### config.mk
export PLATFORM = sky130hd
export DESIGN_NAME = reg_write_arbiter_flat
export DESIGN_NICKNAME = d
export VERILOG_FILES = /design/src/rtl/reg_write_arbiter_pkg.sv /design/src/rtl/reg_write_arbiter_if.sv /design/src/rtl/reg_write_arbiter_en_dff_reg.sv /design/src/rtl/reg_write_arbiter.sv /design/src/flat_wrapper.sv
export SDC_FILE = /design/constraint.sdc
export NUM_CORES = 1
export LEC_CHECK = 0
export BUFFER_PORTS_ARGS = -buffer_cell sky130_fd_sc_hd__clkbuf_2
export CAP_MARGIN = 5
export CORE_MARGIN = 5
export CORE_UTILIZATION = 49
export DETAILED_ROUTE_END_ITERATION = 12
export PLACE_DENSITY = 0.86
export SYNTH_ARGS = -nofsm -noshare
export SYNTH_HDL_FRONTEND = slang
export SYNTH_SLANG_ARGS = --single-unit
### constraint.sdc
create_clock -name clk -period 4.35 [get_ports clk]
set_clock_uncertainty 0.2 [all_clocks]
set_input_delay 0.435 -clock clk [delete_from_list [all_inputs] [get_ports clk]]
set_output_delay 0.435 -clock clk [all_outputs]
set_load 0.01 [all_outputs]
### src/rtl/reg_write_arbiter_pkg.sv
// reg_arb_pkg: shared definitions for the register write arbiter.
//   - DEF_DATA_W / DEF_N_REQ : default register width and requester count
//   - MAX_REQ                : widest requester vector the pick function handles
//   - state_e                : arbiter FSM states
//   - rr_pick()              : round-robin winner search starting at a pointer
package reg_arb_pkg;

   localparam int DEF_DATA_W = 32;
   localparam int DEF_N_REQ  = 4;
   localparam int MAX_REQ    = 32;

   typedef enum logic [1:0] {
      ST_IDLE  = 2'd0,
      ST_GRANT = 2'd1,
      ST_WRITE = 2'd2,
      ST_ACK   = 2'd3
   } state_e;

   // Scan req_i[ptr_i], req_i[ptr_i+1], ... modulo n_i; the first set bit wins.
   // Returns 0 when nothing is set; callers only use the result when req is nonzero.
   function automatic int rr_pick(input logic [MAX_REQ-1:0] req_i,
                                  input int                 ptr_i,
                                  input int                 n_i);
      int   idx;
      int   win;
      logic found;
      win   = 0;
      found = 1'b0;
      for (int k = 0; k < MAX_REQ; k++) begin
         if (k < n_i) begin
            idx = ptr_i + k;
            if (idx >= n_i) begin
               idx = idx - n_i;
            end else begin
               idx = idx;
            end
            if (!found && req_i[idx]) begin
               win   = idx;
               found = 1'b1;
            end else begin
               found = found;
            end
         end else begin
            found = found;
         end
      end
      return win;
   endfunction

endpackage

### src/rtl/reg_write_arbiter_if.sv
// reg_write_arbiter_if: requester-side bus of the register write arbiter.
//   req   : per-requester level write request
//   wdata : packed write data, lane i = wdata[i*DATA_W +: DATA_W]
//   gnt   : one-hot registered grant
//   ack   : one-hot single-cycle write-complete pulse
//   q/qn  : shared register value and its bitwise inverse
//   busy  : arbiter is not idle
// master = requester side (testbench), slave = arbiter side.
interface reg_write_arbiter_if
   import reg_arb_pkg::*;
#(
   parameter int DATA_W = DEF_DATA_W,
   parameter int N_REQ  = DEF_N_REQ
);

   logic [N_REQ-1:0]        req;
   logic [N_REQ*DATA_W-1:0] wdata;
   logic [N_REQ-1:0]        gnt;
   logic [N_REQ-1:0]        ack;
   logic [DATA_W-1:0]       q;
   logic [DATA_W-1:0]       qn;
   logic                    busy;

   modport master (
      output req, wdata,
      input  gnt, ack, q, qn, busy
   );

   modport slave (
      input  req, wdata,
      output gnt, ack, q, qn, busy
   );

endinterface

### src/rtl/reg_write_arbiter_en_dff_reg.sv
// en_dff_reg: DATA_W-wide register with load enable and complementary outputs.
//   clk, rst : clock, asynchronous active-high reset (q=0, qn=all ones)
//   load_i   : capture d_i at the next rising edge
//   d_i      : data in
//   q_o/qn_o : stored value and its inverse, both straight from flops
module en_dff_reg
   import reg_arb_pkg::*;
#(
   parameter int DATA_W = DEF_DATA_W
) (
   input  logic              clk,
   input  logic              rst,
   input  logic              load_i,
   input  logic [DATA_W-1:0] d_i,
   output logic [DATA_W-1:0] q_o,
   output logic [DATA_W-1:0] qn_o
);

   logic [DATA_W-1:0] q_q;
   logic [DATA_W-1:0] qn_q;

   // Data and inverse-data flops; the inverse is stored so qn never glitches against q.
   always_ff @(posedge clk or posedge rst) begin
      if (rst) begin
         q_q  <= '0;
         qn_q <= '1;
      end else if (load_i) begin
         q_q  <= d_i;
         qn_q <= ~d_i;
      end else begin
         q_q  <= q_q;
         qn_q <= qn_q;
      end
   end

   assign q_o  = q_q;
   assign qn_o = qn_q;

endmodule

### src/rtl/reg_write_arbiter.sv
// reg_write_arbiter: round-robin arbiter granting N_REQ requesters write access
// to one shared DATA_W register.
//   clk, rst : clock, asynchronous active-high reset
//   bus      : slave side of reg_write_arbiter_if (req/wdata in; gnt/ack/q/qn/busy out)
// A transaction is IDLE -> GRANT -> WRITE -> ACK -> IDLE; dropping req in GRANT
// aborts it without touching the register or the priority pointer.
module reg_write_arbiter
   import reg_arb_pkg::*;
#(
   parameter int DATA_W = DEF_DATA_W,
   parameter int N_REQ  = DEF_N_REQ
) (
   input  logic                 clk,
   input  logic                 rst,
   reg_write_arbiter_if.slave   bus
);

   localparam int IDX_W = (N_REQ > 1) ? $clog2(N_REQ) : 1;

   state_e             state_q, state_d;
   logic [N_REQ-1:0]   gnt_q,   gnt_d;
   logic [N_REQ-1:0]   ack_q,   ack_d;
   logic [IDX_W-1:0]   ptr_q,   ptr_d;
   logic [IDX_W-1:0]   win_q,   win_d;
   logic               busy_q,  busy_d;

   logic [MAX_REQ-1:0] req_ext_s;
   logic [DATA_W-1:0]  lane_s;
   logic               load_s;
   logic [DATA_W-1:0]  q_s;
   logic [DATA_W-1:0]  qn_s;

   // Zero-extend the request vector to the width the pick function scans.
   always_comb begin
      req_ext_s              = '0;
      req_ext_s[N_REQ-1:0]   = bus.req;
   end

   assign lane_s = bus.wdata[int'(win_q)*DATA_W +: DATA_W];
   assign load_s = (state_q == ST_WRITE);

   // Next-state, grant, ack and pointer logic.
   always_comb begin
      state_d = state_q;
      gnt_d   = gnt_q;
      ack_d   = '0;
      ptr_d   = ptr_q;
      win_d   = win_q;
      case (state_q)
         ST_IDLE: begin
            if (|bus.req) begin
               win_d        = IDX_W'(rr_pick(req_ext_s, int'(ptr_q), N_REQ));
               gnt_d        = '0;
               gnt_d[win_d] = 1'b1;
               state_d      = ST_GRANT;
            end else begin
               state_d = ST_IDLE;
            end
         end
         ST_GRANT: begin
            // Winner must still want the slot; otherwise abort with no side effects.
            if (bus.req[win_q]) begin
               state_d = ST_WRITE;
            end else begin
               gnt_d   = '0;
               state_d = ST_IDLE;
            end
         end
         ST_WRITE: begin
            // Register loads at the end of this cycle; ack lines up with the new q.
            ack_d   = gnt_q;
            state_d = ST_ACK;
         end
         ST_ACK: begin
            gnt_d   = '0;
            state_d = ST_IDLE;
            if (win_q == IDX_W'(N_REQ - 1)) begin
               ptr_d = '0;
            end else begin
               ptr_d = win_q + IDX_W'(1);
            end
         end
         default: begin
            gnt_d   = '0;
            state_d = ST_IDLE;
         end
      endcase
      busy_d = (state_d != ST_IDLE);
   end

   // State and registered-output flops.
   always_ff @(posedge clk or posedge rst) begin
      if (rst) begin
         state_q <= ST_IDLE;
         gnt_q   <= '0;
         ack_q   <= '0;
         ptr_q   <= '0;
         win_q   <= '0;
         busy_q  <= 1'b0;
      end else begin
         state_q <= state_d;
         gnt_q   <= gnt_d;
         ack_q   <= ack_d;
         ptr_q   <= ptr_d;
         win_q   <= win_d;
         busy_q  <= busy_d;
      end
   end

   en_dff_reg #(.DATA_W(DATA_W)) u_reg (
      .clk    (clk),
      .rst    (rst),
      .load_i (load_s),
      .d_i    (lane_s),
      .q_o    (q_s),
      .qn_o   (qn_s)
   );

   assign bus.gnt  = gnt_q;
   assign bus.ack  = ack_q;
   assign bus.q    = q_s;
   assign bus.qn   = qn_s;
   assign bus.busy = busy_q;

endmodule

### src/flat_wrapper.sv
// flat-port wrapper written by rule: the top's interface ports become plain ports
module reg_write_arbiter_flat import reg_arb_pkg::*;
#(
   parameter int DATA_W = DEF_DATA_W,
   parameter int N_REQ  = DEF_N_REQ
)
  (clk, rst, bus_req, bus_wdata, bus_gnt, bus_ack, bus_q, bus_qn, bus_busy);
  reg_write_arbiter_if #(.DATA_W(DATA_W), .N_REQ(N_REQ)) bus_i ();
  input  logic clk;
  input  logic rst;
  input wire logic [$bits(bus_i.req)-1:0] bus_req;
  input wire logic [$bits(bus_i.wdata)-1:0] bus_wdata;
  output wire logic [$bits(bus_i.gnt)-1:0] bus_gnt;
  output wire logic [$bits(bus_i.ack)-1:0] bus_ack;
  output wire logic [$bits(bus_i.q)-1:0] bus_q;
  output wire logic [$bits(bus_i.qn)-1:0] bus_qn;
  output wire logic [$bits(bus_i.busy)-1:0] bus_busy;
  assign bus_i.req = bus_req;
  assign bus_i.wdata = bus_wdata;
  assign bus_gnt = bus_i.gnt;
  assign bus_ack = bus_i.ack;
  assign bus_q = bus_i.q;
  assign bus_qn = bus_i.qn;
  assign bus_busy = bus_i.busy;
  reg_write_arbiter #(.DATA_W(DATA_W), .N_REQ(N_REQ)) u_core (.clk(clk), .rst(rst), .bus(bus_i));
endmodule
Word level (Yosys, flattened, before mapping)
Index checks and enable logic that the tools add are counted.
Operators by class
  add/sub/neg operators: 8
  magnitude comparators: 11
  equal/unequal tests: 6
  shift operators: 1
  mux-type cells: 51
  bitwise operators: 1
  reductions and logical operators: 13
Operators by type and width (number)
  two-way mux 32 bit: 12
  less-than comparator 32 x 7 -> 1 bit (second input constant): 4
  variable part select 128 x 8 -> 32 bit: 1
  greater-or-equal comparator 32 x 4 -> 1 bit (second input constant): 3
  subtractor 32 x 4 -> 32 bit (second input constant): 3
  NOT 32 bit: 1
  binary-select mux 1 bit (select 5 bit): 4
  two-way mux 1 bit: 20
  two-way mux 2 bit: 8
  two-way mux 4 bit: 3
  one-hot mux 4 bit (3 select lines): 1
  one-hot mux 2 bit (4 select lines): 1
  adder 2 x 2 -> 3 bit (second input constant): 2
  == test 2 bit (second input constant): 3
  less-than comparator 2 x 3 -> 1 bit (second input constant): 2
  logical AND 1 bit: 4
  OR reduction 4 bit: 1
  subtractor 2 x 3 -> 4 bit (second input constant): 1
  adder 2 x 1 -> 3 bit (second input constant): 1
  greater-or-equal comparator 2 x 3 -> 1 bit (second input constant): 1
  zero test 1 bit: 3
  AND reduction 3 bit: 1
  nonzero test 3 bit: 1
  adder 2 x 1 -> 2 bit (second input constant): 1
  9 further kinds: 9
Storage, ports and cells
  bits in registers: 79
  bits of input ports: 134
  output and inout port bits: 73
  logic and storage cells: 99

Longest topological paths before layout
  depth after elaboration: 31
  depth in mapped cells: 9
  mapped depth without buffers: 8

Modules after synthesis
From an unflattened synthesis, not the netlist that was laid out.
Unflattened totals
  cells, all modules: 290
  area total of the unflattened synthesis: 4155.2 µm²
By module, submodules not included
  en_dff_reg: times used 1, cells each 169, area an instance 2537.4 µm², sequential area each 1641.6 µm²
  reg_write_arbiter: times used 1, cells each 121, area an instance 1617.8 µm², sequential area each 375.4 µm²

Least setup slack after synthesis
Ideal clock, no wire load.
  path kind: reg-to-reg
  start point: register u_core.ptr_q[0]
  end point: register u_core.gnt_q[2], in the netlist u_core.bus.gnt[2]
  setup time: 0.121 ns
  arrival time: 2.048 ns
  required time: 4.029 ns
  slack: 1.980 ns
  stages on the path, launching flop included: 9
  buffers on the path: 1
  period minus slack after synthesis: 2.370 ns
  cell sequence: dfrtp_1 buf_6 inv_1 ha_1 and3b_1 o311a_2 a211oi_2 inv_1 a32o_2
Between the ends
  longest elaborated chain between the ends: 31
  elaborated cells on any way between the ends: 63
  classes of those cells: add/sub: 7; order compare: 6; mux: 43; reduce/logical: 7
RTL lines
  from (decl): RTL line reg_write_arbiter.sv:23  | logic [IDX_W-1:0] ptr_q, ptr_d;
  from (signal assigned): RTL line reg_write_arbiter.sv:104  | ptr_q <= ptr_d;
  branches (longest 22 deep; another with subtractor 32 x 4 -> 32 bit)
  two-way mux 2 bit *: RTL line reg_write_arbiter_pkg.sv:37  | if (!found && req_i[idx]) begin
  two-way mux 2 bit *: RTL line reg_write_arbiter.sv:51  | if (|bus.req) begin
  two-way mux 2 bit *: RTL line reg_write_arbiter.sv:49  | case (state_q)
  less-than comparator 2 x 3 -> 1 bit (not written as such) or greater-or-equal comparator 2 x 1 -> 1 bit (tied branches): RTL line reg_write_arbiter.sv:54  | gnt_d[win_d] = 1'b1;
  logical AND 1 bit (not written as such): RTL line reg_write_arbiter.sv:54
  two-way mux 1 bit (not written as such): RTL line reg_write_arbiter.sv:54
  demux 1 bit (select 2 bit) *
  two-way mux 4 bit *: RTL line reg_write_arbiter.sv:51
  one-hot mux 4 bit (3 select lines) *: RTL line reg_write_arbiter.sv:49
  to (signal assigned): RTL line reg_write_arbiter.sv:102  | gnt_q <= gnt_d;
  to (decl): RTL line reg_write_arbiter.sv:21  | logic [N_REQ-1:0] gnt_q, gnt_d;
Mark *: on every way between the ends. The select of a mux whose other input is x is not followed.
A chain may end at the register's enable or synchronous reset.

Worst setup path after layout
  start point: register u_core.ptr_q[0]
  end point: register u_core.gnt_q[1], in the netlist u_core.bus.gnt[1]
The elaborated chain is that of the path after synthesis.

==> impl_metrics.json <==
{
  "status": "finished, violations left",
  "violations": "hold timing",
  "worstSetupStartpointType": "flip-flop",
  "required_ns": 4.34,
  "fin_area_um2": 5270,
  "row_count": 32,
  "r2r_cells": 6,
  "drive_gt1_frac": 0.576,
  "synth.distinct_cells": 37,
  "synth_seq_cells": 79,
  "clkPwrFrac": 0.125,
  "fin_ws_ns": 1.56,
  "seq_area_frac_synth": 0.507,
  "final_cell_mix": "clkbuf_2 (206), nand2_1 (105), dfrtp_1 (46)",
  "slew_viol_final": 0,
  "dpl.hpwl_um": 8740,
  "first_pass_iters": 4,
  "drtAntennaViolNets": 0,
  "internal_power_mw": 2.36,
  "viasPerCell": 5.40,
  "cts_hold_buf": 0,
  "insertion_delay_ns": 0.33,
  "netlist_instances": 327,
  "nFillCells": 624,
  "die_y_um": 100,
  "tightest_slew_ns": 0.761,
  "post-cts-setup-buffers": 0,
  "period_needed_ns": 2.79,
  "grt_max_degree": 47,
  "clockRootBuffer": "clkbuf_8",
  "setup_viol": 0,
  "coreArea_um2": 7810,
  "placed_cell_area_um2": 5090,
  "maxCapViolations": 0,
  "p_total_mw": 3.91,
  "hp-class": "input pin to async pin",
  "setup_tns_ns": 0,
  "worstSetupPathType": "flip-flop to flip-flop",
  "hold_viol": 7,
  "ctsHtreeMaxLevel": 3,
  "syn_area_um2": 3980,
  "grt_pass1_vias": 3751,
  "clock_path_buffers": 2,
  "routabilityCongestion": 0.822,
  "syn_area_per_cell_um2": 12.2,
  "multiInputGateArea_um2": 1850,
  "critPathMaxFanout": 13,
  "post_cts_resized": 0,
  "num_antenna_cells": 0,
  "p_seq_frac": 0.362,
  "reg2reg_slack_ns": 1.56,
  "r2r-start": "u_core.ptr_q[0]$_DFFE_PP0P_",
  "rsz0062_at_grt": "false",
  "io_pins": 207,
  "p_per_area_nw_per_um2": 743,
  "ir_drop_v": 0.000355,
  "grt_overflow": 0,
  "start_util": 0.509,
  "final_common_cell": "clkbuf_2",
  "synthToLayoutAreaGrowth_pct": 32.5,
  "grt_pass1_wl_um": 18100,
  "cts_inserted_buffers": 9,
  "die_w_um": 100,
  "drt_iter0_markers": 146,
  "portBuffers": 206,
  "p_sw_mw": 1.56,
  "pre_cts_ws_ns": 1.62,
  "die_area_um2": 10000,
  "seq_area_um2": 2020,
  "finalWirelength_um": 11200,
  "netlist.area_leader.share": 0.296,
  "r2r_end": "u_core.bus.gnt[1]$_DFFE_PP0P_",
  "clkTransAtPathRegs_ns": 0.09,
  "relSlewSlack": 0.492,
  "track_usage": 0.230,
  "drc": 0,
  "cp.arrival_ns": 2.78,
  "fin_nets": 668,
  "finalCritPeriodShare": 0.642,
  "p_sw_frac": 0.397,
  "max_freq_mhz": 358,
  "antenna_found_initial": 0,
  "p_comb_frac": 0.514,
  "cts_tree": "built",
  "endpoint_kind": "flip-flop",
  "ys_warn_count": 0,
  "vias": 3431,
  "synth_area_leaders": "dfrtp_1 (30%), dfstp_2 (21%), mux4_2 (19%)",
  "avgRoutedWirePerCell_um": 17.7,
  "synth_largest_area_cell": "dfrtp_1",
  "leakagePower_nw": 2.69,
  "synth_nets": 467,
  "holdWs_ns": -0.0178,
  "numClockSinks": 79
}
-- cells by family after synthesis --
family | share of synthesized area
AOI/OAI and AO/OA | 0.0947
adders and majority gates | 0.0189
buffers and inverters | 0.0283
DFF | 0.507
muxes | 0.220
and+or+nand+nor | 0.131
-- synthesized netlist by cell type --
master    count
a211oi_1      1
a211oi_2      1
a21oi_1       1
a21oi_2       1
a22oi_1       2
a32o_1        1
a32o_2        1
a32oi_1       1
and2_1        4
and3_1        1
and3b_1       1
buf_1         3
buf_2         3
buf_6         1
clkbuf_1     14
dfrtp_1      47
dfstp_2      32
ha_1          6
inv_1         6
mux2_2        2
mux2_4        4
mux2i_4       1
mux4_1        1
mux4_2       33
nand2_1     105
nand2b_1      4
nand3_1       1
nor2_1        4
nor2b_1       2
nor3_1        2
o21a_1       33
o21ai_0       3
o311a_2       1
o31ai_1       1
o32ai_2       1
or3b_4        1
or4_1         1
-- worst max path at each step --
stage                                 from                             to  slack [ns]
2_1_floorplan                          rst    u_core.bus.ack[0]$_DFF_PP0_        1.74
3_3_place_gp   u_core.ptr_q[0]$_DFFE_PP0P_  u_core.bus.gnt[2]$_DFFE_PP0P_        1.73
3_5_place_dp   u_core.ptr_q[0]$_DFFE_PP0P_  u_core.bus.gnt[1]$_DFFE_PP0P_        1.62
4_1_cts        u_core.ptr_q[0]$_DFFE_PP0P_  u_core.bus.gnt[1]$_DFFE_PP0P_        1.60
5_1_grt        u_core.ptr_q[0]$_DFFE_PP0P_  u_core.bus.gnt[1]$_DFFE_PP0P_        1.43
6_report       u_core.ptr_q[0]$_DFFE_PP0P_  u_core.bus.gnt[1]$_DFFE_PP0P_        1.56
-- per-layer routing --
metal	wire, µm	vias to the layer above	global-route usage
met1	4070	1690	0.263
li1	-	1563	-
met5	0	-	0
met2	6010	158	0.414
met4	209	0	0.0808
met3	921	20	0.0605
-- worst max-delay path, stage by stage (launching register included) --
cell     delay [ns]
dfrtp_1        0.68
inv_1          0.15
ha_1           0.40
and3b_1        0.25
or3b_4         0.40
o32ai_2        0.40
o21ai_0        0.16
-- flip-flops by register name, indices dropped and copies added, names as in the netlist --
signal and cells:
u_core.ptr_q 2, u_core.win_q 2, u_core.state_q 2, u_core.bus.busy 1
u_core.u_reg.q_o 32, u_core.bus.ack 4, u_core.bus.gnt 4, u_core.u_reg.qn_o 32
-- layout make-up --
| cell class | instances | area share |
|---|---|---|
| sequential | 79 | 0.383 |
| multi-input combinational | 221 | 0.352 |
| timing repair buffer | 211 | 0.203 |
| clock buffer | 11 | 0.0268 |
| tap | 102 | 0.0242 |
| clock inverter | 5 | 0.00641 |
| inverter | 6 | 0.00451 |
-- power groups by stage --
stage | clock [mW] | sequential (mW) | combinational [mW]
after floorplan | 0 | 1.54 | 1.24
after global placement | 0 | 1.41 | 1.95
after detailed placement | 0 | 1.43 | 2.03
after CTS | 0.501 | 1.42 | 2.04
after global routing | 0.536 | 1.47 | 2.21
final | 0.488 | 1.42 | 2.01
-- per-stage QoR --
step,std cells,util
after floorplan,327,-
after global placement,619,0.652
after detailed placement,619,0.652
after CTS,635,0.675
after global routing,635,0.675
final,635,0.675
Power figures use the tool's default switching activity.
